===== src/rtl/seg_scan_decoder.sv =====
// Receive-side decoder for a multiplexed 4-digit seven-segment bus; rebuilds the frame as BCD and binary.
// Optional build macro SEG_DECODE_CHANGE_ONLY_EN: report a frame only when its value differs from the held one.
module seg_scan_decoder #(
    parameter int SETTLE_CYCLES = 2
) (
    input  logic        clk,
    input  logic        reset,
    input  logic [6:0]  seg_in,
    input  logic [3:0]  digit_sel_in,
    output logic [15:0] bcd_out,
    output logic [13:0] value_out,
    output logic        frame_valid,
    output logic        glyph_err,
    output logic        sel_err
);

    localparam logic [3:0] SETTLE_MAX  = 4'(SETTLE_CYCLES);
    localparam logic [3:0] SETTLE_LAST = 4'(SETTLE_CYCLES - 1);

    logic [3:0]       sel_q;
    logic [3:0]       stable_cnt;
    logic [3:0]       seen;
    logic [3:0]       seen_next;
    logic [3:0][3:0]  slot;
    logic [1:0]       slot_idx;
    logic             sel_changed;
    logic             one_hot;
    logic             multi_hot;
    logic             sample;
    logic             glyph_ok;
    logic [3:0]       glyph_digit;
    logic             complete;
    logic             sel_fault;
    logic             report;
    logic [13:0]      frame_value;

`ifdef SEG_DECODE_CHANGE_ONLY_EN
    logic reported;
`endif

    always_comb begin
        glyph_ok    = 1'b1;
        glyph_digit = 4'd0;
        case (seg_in)
            7'h3F, 7'h00: glyph_digit = 4'd0;
            7'h06:        glyph_digit = 4'd1;
            7'h5B:        glyph_digit = 4'd2;
            7'h4F:        glyph_digit = 4'd3;
            7'h66:        glyph_digit = 4'd4;
            7'h6D:        glyph_digit = 4'd5;
            7'h7D:        glyph_digit = 4'd6;
            7'h07:        glyph_digit = 4'd7;
            7'h7F:        glyph_digit = 4'd8;
            7'h6F:        glyph_digit = 4'd9;
            default:      glyph_ok    = 1'b0;
        endcase
    end

    always_comb begin
        slot_idx = 2'd0;
        case (digit_sel_in)
            4'b0010: slot_idx = 2'd1;
            4'b0100: slot_idx = 2'd2;
            4'b1000: slot_idx = 2'd3;
            default: slot_idx = 2'd0;
        endcase
    end

    assign sel_changed = (digit_sel_in != sel_q);
    assign one_hot     = $onehot(digit_sel_in);
    assign multi_hot   = !$onehot0(digit_sel_in);
    // A dwell samples once: the counter saturates past the sampling point until the select changes.
    assign sample      = one_hot && !sel_changed && (stable_cnt == SETTLE_LAST);
    assign sel_fault   = multi_hot && sel_changed;
    assign complete    = (seen == 4'hF);

    assign frame_value = 14'(slot[3]) * 14'd1000 + 14'(slot[2]) * 14'd100
                       + 14'(slot[1]) * 14'd10 + 14'(slot[0]);

`ifdef SEG_DECODE_CHANGE_ONLY_EN
    assign report = complete && !sel_fault && (!reported || frame_value != value_out);
`else
    assign report = complete && !sel_fault;
`endif

    // A completed frame is consumed even when its report is suppressed or a same-edge sample lands.
    always_comb begin
        seen_next = seen;
        if (complete)
            seen_next = 4'b0000;
        if (sample) begin
            if (glyph_ok)
                seen_next = seen_next | digit_sel_in;
            else
                seen_next = 4'b0000;
        end
        if (sel_fault)
            seen_next = 4'b0000;
    end

    always_ff @(posedge clk) begin
        if (!reset) begin
            sel_q       <= 4'd0;
            stable_cnt  <= 4'd0;
            seen        <= 4'd0;
            slot        <= '0;
            bcd_out     <= 16'd0;
            value_out   <= 14'd0;
            frame_valid <= 1'b0;
            glyph_err   <= 1'b0;
            sel_err     <= 1'b0;
`ifdef SEG_DECODE_CHANGE_ONLY_EN
            reported    <= 1'b0;
`endif
        end else begin
            sel_q <= digit_sel_in;
            if (sel_changed)
                stable_cnt <= 4'd0;
            else if (stable_cnt != SETTLE_MAX)
                stable_cnt <= stable_cnt + 4'd1;

            seen        <= seen_next;
            glyph_err   <= sample && !glyph_ok;
            sel_err     <= sel_fault;
            frame_valid <= report;

            if (sample && glyph_ok)
                slot[slot_idx] <= glyph_digit;

            if (report) begin
                bcd_out   <= slot;
                value_out <= frame_value;
`ifdef SEG_DECODE_CHANGE_ONLY_EN
                reported  <= 1'b1;
`endif
            end
        end
    end

endmodule


===== config.mk =====
export PLATFORM = sky130hd
export DESIGN_NAME = seg_scan_decoder
export DESIGN_NICKNAME = d
export VERILOG_FILES = /design/src/rtl/seg_scan_decoder.sv
export SDC_FILE = /design/constraint.sdc
export NUM_CORES = 1
export LEC_CHECK = 0
export CAP_MARGIN = 20
export CORE_MARGIN = 2
export CORE_UTILIZATION = 50
export CTS_CLUSTER_DIAMETER = 40
export DETAILED_ROUTE_END_ITERATION = 7
export GPL_ROUTABILITY_DRIVEN = 0
export PLACE_DENSITY = 0.72
export SYNTH_ARGS = -nofsm -noshare
export SYNTH_HDL_FRONTEND = slang
export SYNTH_SLANG_ARGS = --single-unit

===== constraint.sdc =====
create_clock -name clk -period 12.1 [get_ports clk]
set_input_delay 2.42 -clock clk [delete_from_list [all_inputs] [get_ports clk]]
set_output_delay 2.42 -clock clk [all_outputs]
set_load 0.01 [all_outputs]

# --- Word-level counts from Yosys, hierarchy flattened ---
# Cells that the tools add are included.
# W data, S select, Z words.
classes:
  addsub: 7
  multipliers: 3
  magnitude_cmp: 3
  eq_ne: 18
  mux: 9
  n_bitwise: 2
  reduce_logical: 15
op_table:
  columns: ["operator", "n"]
  rows:
  - ["$eq A7 B7 Y1 const B", 7]
  - ["$pmux W4 S9", 1]
  - ["$bwmux W16", 1]
  - ["$mux W4", 4]
  - ["$add A14 B11 Y14", 1]
  - ["$add A14 B4 Y14", 1]
  - ["$add A14 B8 Y14", 1]
  - ["$eq A7 B3 Y1 const B", 2]
  - ["$mul A4 B7 Y11 const B", 1]
  - ["$reduce_or A11 Y1", 1]
  - ["$mul A4 B5 Y9 const B", 1]
  - ["$demux W4 S2", 1]
  - ["$eq A4 B4 Y1 const B", 2]
  - ["$eq A7 B6 Y1 const B", 1]
  - ["$logic_and A1 B1 Y1", 7]
  - ["$logic_not A7 Y1", 1]
  - ["$mul A4 B3 Y7 const B", 1]
  - ["$pmux W2 S3", 1]
  - ["$add A1 B1 Y2", 2]
  - ["$add A4 B1 Y4 const B", 1]
  - ["$eq A4 B1 Y1 const B", 1]
  - ["$eq A4 B2 Y1 const B", 1]
  - ["$eq A4 B3 Y1 const B", 1]
  - ["$logic_not A1 Y1", 4]
  - ["11 further kinds", 12]
totals:
  register_bits: 61
  inputBits: 13
  output_inout_bits: 33
  elab_cells: 69

# --- Depth between registers and ports, before layout ---
# Gate-level depths: netlist of the first run.
logic_depth:
  word_depth: 7
  mapped_depth: 17
  mapped_depth_nobuf: 17

# --- Least setup slack after synthesis of the first run ---
# Ideal clock, no wire load.
synth_timing:
  kind: "input-to-reg"
  start: "in digit_sel_in[0]"
  end: "reg slot[13] (netlist bit)"
  setup_ns: 0.134
  arrival_time_ns: 4.588
  required_time_ns: 11.966
  path_slack_ns: 7.378
  stages: 9
  n_path_buf: 2
  path_cell_list: "fa_1 ha_1 ha_1 nor4_1 and4_1 buf_2 or4b_4 buf_6 mux2i_1"
synth_between:
  elab_chain_len: 7
  word_cells_on_any_way: 18
  cone_classes: "add/sub: 2; order compare: 2; eq/ne: 5; mux: 4; reduce/logical: 5"
synth_lines:
  columns: ["item", "line", "source"]
  rows:
  - ["from (decl)", "9", "input logic [3:0] digit_sel_in,"]
  - ["$eq A4 B4 Y1 (tied with other cells)", "61", "case (digit_sel_in)"]
  - ["$pmux W2 S3", "61", null]
  - ["$lt A2 B3 Y1 (implied by the code) / $ge A2 B1 Y1 (equally long branches)", "128", "slot[slot_idx] <= glyph_digit;"]
  - ["$logic_and A1 B1 Y1 (implied by the code)", "128", null]
  - ["$mux W4 (implied by the code)", "128", null]
  - ["$demux W4 S2", "128", null]
  - ["$bwmux W16", "128", null]
  - ["to (signal, indexed assignment)", "128", null]
  - ["to (decl)", "24", "logic [3:0][3:0] slot;"]
# Several ways; a longest one is shown, not always the timed one.
# A chain may end at the register's enable or synchronous reset.

# --- Worst setup path after layout of the first run ---
layout_timing:
  start: "in digit_sel_in[3]"
  end: "reg slot[13] (netlist bit)"
# The elaborated chain is that of the path after synthesis.

==> out/qor.txt, run 1 <==
Yosys reg bits - 60
post-synthesis sequential area ratio - 0.2899
cell area after layout - 0.004932 mm2
total die area - 0.009033 mm2
setup repair after global routing missed its margin - false
maximum clock frequency - 193.0 MHz
Hold Path Sink - value_out[6]
Clock Latency Late Sink - 350 ps
WL final - 8580 um
# H-tree levels - 3
Reg2Reg Capture Point - value_out[12]
final core utilization - 0.6064
Resized cells post-CTS - 0
vias in the first global route - 3,214
CTS tree - built
Reg area - 0.001201 mm2
Distinct cells, synth - 52
CP arrival - 5390 ps
Synth area leaders - dfxtp_1, ha_1, fa_1
hpwl dp - 6534 um
first-pass GRT wire length - 14,630 um
Critical Path Slowest Stage Cell - clkdlybuf4s50_1
Setup crit start kind - primary input
Pre-Repair DR Iteration Count - 5
Hold WS - 447.5 ps
chip width - 95.04 um
GRT Overall Usage - 0.2067
final setup vio count - 0
largest stage delay on the critical path - 660 ps
Post-DRT Antenna Nets - 0
Post-Syn Instances - 466
layout cells sized above 1 - 0.05675
Crit Path Class - in -> reg
core area - 0.008134 mm2
Avg WL per Cell - 13.93 um
Setup crit end kind - flop
Placed Area - 0.004643 mm2
Pwr per Cell Area - 90.24 mW/mm2
CTS clk-pin slew, worst paths - 80 ps
antenna violations before repair - 0
post-synthesis cell area - 0.004144 mm2
Pins Over Slew Limit - 0
Vias per Instance - 5.338
worst r2r src - slot[14]
P&R area growth vs syn - 19.02%
nets@finish - 596
critical path required time - 12,310 ps
pin count of the biggest net entering global routing - 35
final hold violations - 0
hold_buf cts - 0
Avg Cell Area, Syn - 8.893 um2
CP max FO - 10
Overflow after GRT - 0
hold path depth - 2
Max VDD drop - 0.1026 mV
Final Skew - 13.89 ps
critical-path cell list - clkdlybuf4s50_1 -> fa_1 -> ha_1 -> ha_1 -> nor4_1 -> and4_1 -> or4b_4 -> mux2i_1
R2R cell count - 15
DRT iter0 DRCs - 105
ant diodes - 0
worst hold path class - reg -> reg
Synth Flop Type - dfxtp_1
post-layout minimum cycle time - 5181 ps
clk sinks - 60
total CTS buffers - 9
Post CTS Setup Buffer Count - 0
multi-input combinational cell area - 0.002688 mm2
number of port buffers - 45
Root Buffer - clkbuf_8
cell mode on critical path - ha_1
Slew HR - 0.3143
reg2reg setup slack - 7490 ps
Inst Count DP - 598
DRC violations left - 0
status - finished clean
worst slew pin tran - 1027 ps
YS warnings - 0
Initial Utilization - 0.5095
FFs w/ async S/R, synth - 0
hold_sp - value_out[6]
Clock Path Buffers - 2
vias - 3,288
final std cells w/o fill - 616
Tcrit/Tclk final - 0.4282
EDFF count, synth - 0
FP Rows - 33
Synth top area share - 0.2899
DIE HEIGHT - 95.04 um
largest area contributor in the synthesized netlist - dfxtp_1
fillers - 683
IO Pins - 46
post-synth net total - 556
max cap viols - 0
Setup TNS Final - 0 ps
Pleak - 0.002185 uW
worst max-delay path: cells and delay by family:
kind                       cells  cell delay [ps]
and+or+nand+nor                3             1190
adders and majority gates      3              970
buffers and inverters          1              660
muxes                          1              140
cells by family after synthesis:
family / share of synthesized area
simple gates: 0.1736
fa+ha+maj: 0.2651
flops: 0.2899
compound gates: 0.1247
mux: 0.04136
xor+xnor: 0.04227
buf+inv: 0.06310
cells in the mapped netlist (all sizes together), types with 11 or more instances:
cell / n
ha: 59
o21ai: 11
clkbuf: 13
nand2: 72
dfxtp: 60
mux2i: 16
nor2: 25
inv: 44
xnor2: 13
fa: 18
a21oi: 35
where the power goes:
group	total [uW]	internal, uW	switching [uW]
logic	24.9	10.3	14.6
registers	199	199	0.552
clock network	221	138	83.4
total	445	347	98.5
worst max path at each step:
stage / startpoint / end / slack, ps / cells past startpoint
after global placement: digit_sel_in[3] / slot[13] / 6650 / 8
after floorplan: digit_sel_in[0] / slot[13] / 7380 / 9
final: digit_sel_in[3] / slot[13] / 6920 / 8
after global routing: digit_sel_in[3] / slot[9] / 6760 / 9
after CTS: digit_sel_in[3] / slot[13] / 6920 / 8
after detailed placement: digit_sel_in[3] / slot[13] / 6570 / 8
registers in the layout (all words and copies together), names as in the netlist:
| name | cells |
|---|---|
| sel_q | 4 |
| slot | 16 |
| bcd_out | 16 |
| sel_err | 1 |
| seen | 4 |
| glyph_err | 1 |
| frame_valid | 1 |
| stable_cnt | 4 |
| value_out | 13 |
layout make-up:
cell class                      instances  area share
Sequential cell                        60      0.2435
Tap cell                              105     0.02664
Clock buffer                            9     0.02511
Timing Repair Buffer                   48      0.1015
Clock inverter                          7     0.02486
Multi-Input combinational cell        343      0.5449
Inverter                               44     0.03349
placed cells by master, fill, tap and decap left out, drive strengths merged, types with 2 or more instances in the layout:
master	Yosys	final
nand2	72	72
dfxtp	60	60
ha	59	59
clkdlybuf4s50	0	45
inv	44	45
a21oi	35	35
nor2	25	25
fa	18	18
mux2i	16	16
xnor2	13	13
o21ai	11	11
clkbuf	13	9
xor2	7	7
nand2b	7	7
nand3	7	7
a211oi	6	6
a21o	5	5
or3	5	5
o21bai	5	5
nor2b	4	4
nor3	4	4
a22oi	4	4
nor4	4	4
nand3b	3	3
or4	3	3
nand4	3	3
o21a	3	3
bufinv	0	3
nor3b	3	3
buf	6	3
o22ai	2	2
and2	2	2
clkinvlp	0	2
o2111a	2	2
per-layer routing:
metal,part of all wire,GRT usage,vias up
li1,-,-,1662
met1,0.46,0.2455,1553
met2,0.50,0.3670,68
met3,0.037,0.05771,5
met4,0.0089,0.05435,0
met5,0,0,-
metrics by stage:
step	power, uW	setup slack (ps)
floorplan	218.2	7378
global placement	226.8	6649
detailed placement	227.4	6568
CTS	449.1	6915
global route	462.2	6756
finish	445.1	6919
No activity file was read; power rests on OpenSTA's default activity.
==> run 2: changes to the inputs <==
- clock period: 12.1 -> 5.2 ns (I/O delays scaled with it)
==> run 2 against run 1 <==
First-iteration DRC count shrank 30%. Power grew 110%. Clock skew shrank 6.1 ps. Global-route usage shrank 0.78 points. Combinational power grew 130%. Non-clock buffer count grew 1. Clock-buffer cell count is the same. Clock power grew 92%. Largest cell class unchanged. Largest power group is now registers.
==> out/qor.txt, run 2 (synthesis gave the netlist of run 1 again) <==
Final Skew - 7.758 ps
max cap viols - 0
maximum clock frequency - 224.9 MHz
CP endpoint - value_out[12]
Slew HR - 0.5873
GRT Overall Usage - 0.1989
setup repair after global routing missed its margin - false
final std cells w/o fill - 617
Reg2Reg Capture Point - value_out[12]
post-layout minimum cycle time - 4447 ps
vias - 3,249
Clock Latency Late Sink - 340 ps
CP arrival - 4650 ps
Inst Count DP - 601
Final Power - 944.8 uW
hold_sp - bcd_out[9]
most common cell after layout, fill and taps aside - nand2_1
R2R cell count - 15
CTS clk-pin slew, worst paths - 70 ps
Top Registers - bcd_out: 16 flops, slot: 16 flops, value_out: 13 flops
worst slew pin tran - 612.6 ps
ant diodes - 0
Pre-Repair DR Iteration Count - 4
Setup crit end kind - flop
Avg WL per Cell - 13.22 um
total CTS buffers - 9
first-pass GRT wire length - 13,990 um
FP Rows - 33
Crit Path Class - reg -> reg
most frequent cells in the layout - nand2_1, dfxtp_1, ha_1, clkdlybuf4s50_1, inv_1
final core utilization - 0.5981
hold_buf cts - 0
antenna violations before repair - 0
P&R area growth vs syn - 17.39%
fillers - 676
number of port buffers - 45
DIE HEIGHT - 95.04 um
Max VDD drop - 0.1443 mV
Post-DRT Antenna Nets - 0
status - finished clean
CP max FO - 8
total die area - 0.009033 mm2
Resized cells post-CTS - 0
final setup vio count - 0
layout cells sized above 1 - 0.05859
nets@finish - 597
Pwr per Cell Area - 194.2 mW/mm2
Overflow after GRT - 0
final hold violations - 0
IO Pins - 46
core area - 0.008134 mm2
DRT iter0 DRCs - 73
worst r2r src - slot[14]
chip width - 95.04 um
DRC violations left - 0
Vias per Instance - 5.266
Tcrit/Tclk final - 0.8551
reg2reg setup slack - 750 ps
worst hold path class - reg -> reg
vias in the first global route - 3,126
clk sinks - 60
critical path required time - 5410 ps
Critical Path Source - slot[14]
Pins Over Slew Limit - 0
# H-tree levels - 3
Setup TNS Final - 0 ps
WL final - 8158 um
hpwl dp - 6203 um
pin count of the biggest net entering global routing - 34
Root Buffer - clkbuf_8
Pleak - 0.002167 uW
CTS tree - built
Setup crit start kind - flop
Clock Path Buffers - 2
Initial Utilization - 0.5095
Post CTS Setup Buffer Count - 0
-- run 2: stage by stage --
stage / area (um2) / hold WS (ps) / setup slack, ps
floorplan: 4144 / 432.1 / 1062
global placement: 4666 / 438.5 / 881.5
detailed placement: 4666 / 447.8 / 780.6
CTS: 4865 / 458.0 / 741.6
global route: 4865 / 479.0 / 329.5
finish: 4865 / 456.4 / 753.4
-- run 2: area by class of cell --
type	count	area [um2]	area share
clock buffer	9	123.9	0.02546
clock inverter	7	75.07	0.01543
inverter	44	165.2	0.03395
multi-input combinational	343	2688	0.5525
sequential	60	1201	0.2469
tap	105	131.4	0.02701
timing repair buffer	49	480.5	0.09877
-- run 2: worst max-delay path: stages (launching register included) --
cell	delay, ps
dfxtp_1	410
fa_1	600
inv_1	100
fa_1	510
inv_1	40
ha_1	340
nor2b_1	150
nor2_1	110
xnor2_1	130
ha_1	250
ha_1	300
ha_1	330
a2111oi_0	400
o21ai_0	200
a41oi_1	290
o221ai_1	160
-- run 2: how the worst min path moves through the flow --
stage                         to  cells after the start
finish                bcd_out[9]                      2
global route        value_out[9]                      2
CTS                   bcd_out[9]                      2
detailed placement    bcd_out[9]                      2
global placement    value_out[6]                      2
floorplan             bcd_out[0]                      2
-- run 2: report_power, final --
group / switching, uW / total [uW] / internal [uW]
clock network: 201 / 425 / 224
logic: 33.5 / 56.5 / 23.0
registers: 1.21 / 463 / 462
-- run 2: layer usage --
layer,part of all wire,track usage,vias to the layer above
met5,0,0,-
met4,0.014,0.07729,0
met3,0.028,0.04506,9
met2,0.49,0.3369,54
met1,0.47,0.2464,1510
li1,-,-,1676
==> run 3: changes to the inputs <==
- CORE_ASPECT_RATIO: unset -> 0.8
- SKIP_CTS_REPAIR_TIMING: unset -> 1
==> run 3 against run 2 <==
Final cell count rose by 0.49%. Non-clock buffer count did not move. Global-route usage rose by 0.68 points. Clock skew fell by 1.9 ps. Via count rose by 1.9%. Cell area rose by 0.44%. Hold slack got worse by 4.1 ps. Critical endpoint unchanged. Largest cell class unchanged.
==> out/qor.txt, run 3 (synthesis gave the netlist of run 1 again) <==
status - finished clean
Overflow after GRT - 0
met2 GRT Util - 0.3337
Pwr per Cell Area - 200.8 mW/mm2
DRT iter0 DRCs - 169
Final Skew - 5.892 ps
Setup crit start kind - flop
cell mode on critical path - ha_1
most common cell after layout, fill and taps aside - nand2_1
first-pass GRT wire length - 14,880 um
dpl ws - 783.3 ps
chip width - 105.8 um
critical-path cell list - fa_1 -> inv_1 -> fa_1 -> inv_1 -> ha_1 -> nor2b_1 -> nor2_1 -> xnor2_1 -> ha_1 -> ha_1 -> ha_1 -> a2111oi_0 -> o21ai_0 -> a41oi_1 -> nand4_1 -> o221ai_1
total die area - 0.009037 mm2
fillers - 698
final setup vio count - 0
largest stage delay on the critical path - 600 ps
Initial Utilization - 0.5191
setup repair after global routing missed its margin - false
grt peak-use layer - met2
CTS clk-pin slew, worst paths - 60 ps
post-layout minimum cycle time - 4441 ps
Clock Path Buffers - 2
FP Rows - 29
final core utilization - 0.6121
Vias per Instance - 5.339
pin count of the biggest net entering global routing - 34
met1 Resource Use GR - 0.2805
Pleak - 0.002176 uW
core area - 0.007983 mm2
Max VDD drop - 0.1643 mV
worst slew pin tran - 722.4 ps
nets@finish - 597
Avg WL per Cell - 13.95 um
post-route setup slack - 759.1 ps
ant diodes - 0
DIE HEIGHT - 85.43 um
vias - 3,310
number of port buffers - 45
clk sinks - 60
max cap viols - 0
Crit Path Class - reg -> reg
Root Buffer - clkbuf_8
Setup TNS Final - 0 ps
layout cells sized above 1 - 0.05664
Clock Latency Late Sink - 340 ps
P&R area growth vs syn - 17.90%
# H-tree levels - 3
WL final - 8652 um
IO Pins - 46
CP arrival - 4700 ps
total CTS buffers - 9
antenna violations before repair - 0
Pre-Repair DR Iteration Count - 4
GR met3 Demand/Resource - 0.04685
Top Registers - bcd_out: 16 flops, slot: 16 flops, value_out: 13 flops
Setup crit end kind - flop
most frequent cells in the layout - nand2_1, dfxtp_1, ha_1, clkdlybuf4s50_1, inv_1
DRC violations left - 0
Post-DRT Antenna Nets - 0
Tcrit/Tclk final - 0.8540
Critical Path Slowest Stage Cell - fa_1
vias in the first global route - 3,195
worst hold path class - reg -> reg
final hold violations - 0
CTS tree - built
CP bufs+invs - 2
critical path required time - 5460 ps
maximum clock frequency - 225.2 MHz
cell family with the largest share of critical-path delay - adder cells
CP max FO - 8
GRT Overall Usage - 0.2057
Pins Over Slew Limit - 0
hpwl dp - 6602 um
Slew HR - 0.5133
Hold WS - 452.3 ps
[run 3: changes by cell type in the layout (fill, tap and decap cells not counted)]
cell / delta
clkinv_2: +1
bufinv_16: +1
clkbuf_8: +1
clkinv_4: -2
inv_6: -2
clkbuf_1: +1
[run 3: worst paths after layout]
kind / from / to / slack, ps / cells after the start
max: slot[14] / value_out[12] / 760 / 16
max reg2reg: slot[14] / value_out[12] / 760 / 16
min: value_out[5] / value_out[5] / 450 / 2
min reg2reg: value_out[5] / value_out[5] / 450 / 2
[run 3: worst reg2reg max path, delay by kind of cell (launching register included)]
| family | cells | cell delay [ps] |
|---|---|---|
| buf+inv | 2 | 140 |
| xor+xnor | 1 | 130 |
| compound gates | 4 | 970 |
| fa+ha+maj | 6 | 2320 |
| flops | 1 | 410 |
| simple gates | 3 | 390 |
[run 3: where the power goes]
| group | leakage (uW) | switching (uW) | internal (uW) | total (uW) |
|---|---|---|---|---|
| Sequential | 0.000484 | 1.35 | 462 | 464 |
| Combinational | 0.00158 | 35.4 | 23.1 | 58.5 |
| Clock | 0.000113 | 179 | 280 | 459 |
| Total | 0.00218 | 215 | 766 | 981 |
[run 3: final cells by class]
| class | instances | area (um2) | share of cell area |
|---|---|---|---|
| Sequential cell | 60 | 1201 | 0.2458 |
| Clock inverter | 5 | 75.07 | 0.01536 |
| Timing Repair Buffer | 49 | 480.5 | 0.09834 |
| Clock buffer | 11 | 141.4 | 0.02894 |
| Inverter | 44 | 165.2 | 0.03380 |
| Tap cell | 108 | 135.1 | 0.02766 |
| Multi-Input combinational cell | 343 | 2688 | 0.5501 |
[run 3: per-stage QoR]
| step | area [um2] | cells | power (uW) |
|---|---|---|---|
| 6_report | 4886 | 620 | 981.1 |
| 3_5_place_dp | 4669 | 604 | 531.4 |
| 2_1_floorplan | 4144 | 466 | 507.6 |
| 4_1_cts | 4886 | 620 | 990.5 |
| 3_3_place_gp | 4669 | 604 | 529.1 |
| 5_1_grt | 4886 | 620 | 1020 |
[run 3: per-layer routing]
layer,vias up,part of all wire
li1,1668,-
met1,1554,0.49
met2,77,0.45
met3,11,0.046
met4,0,0.0095
met5,-,0
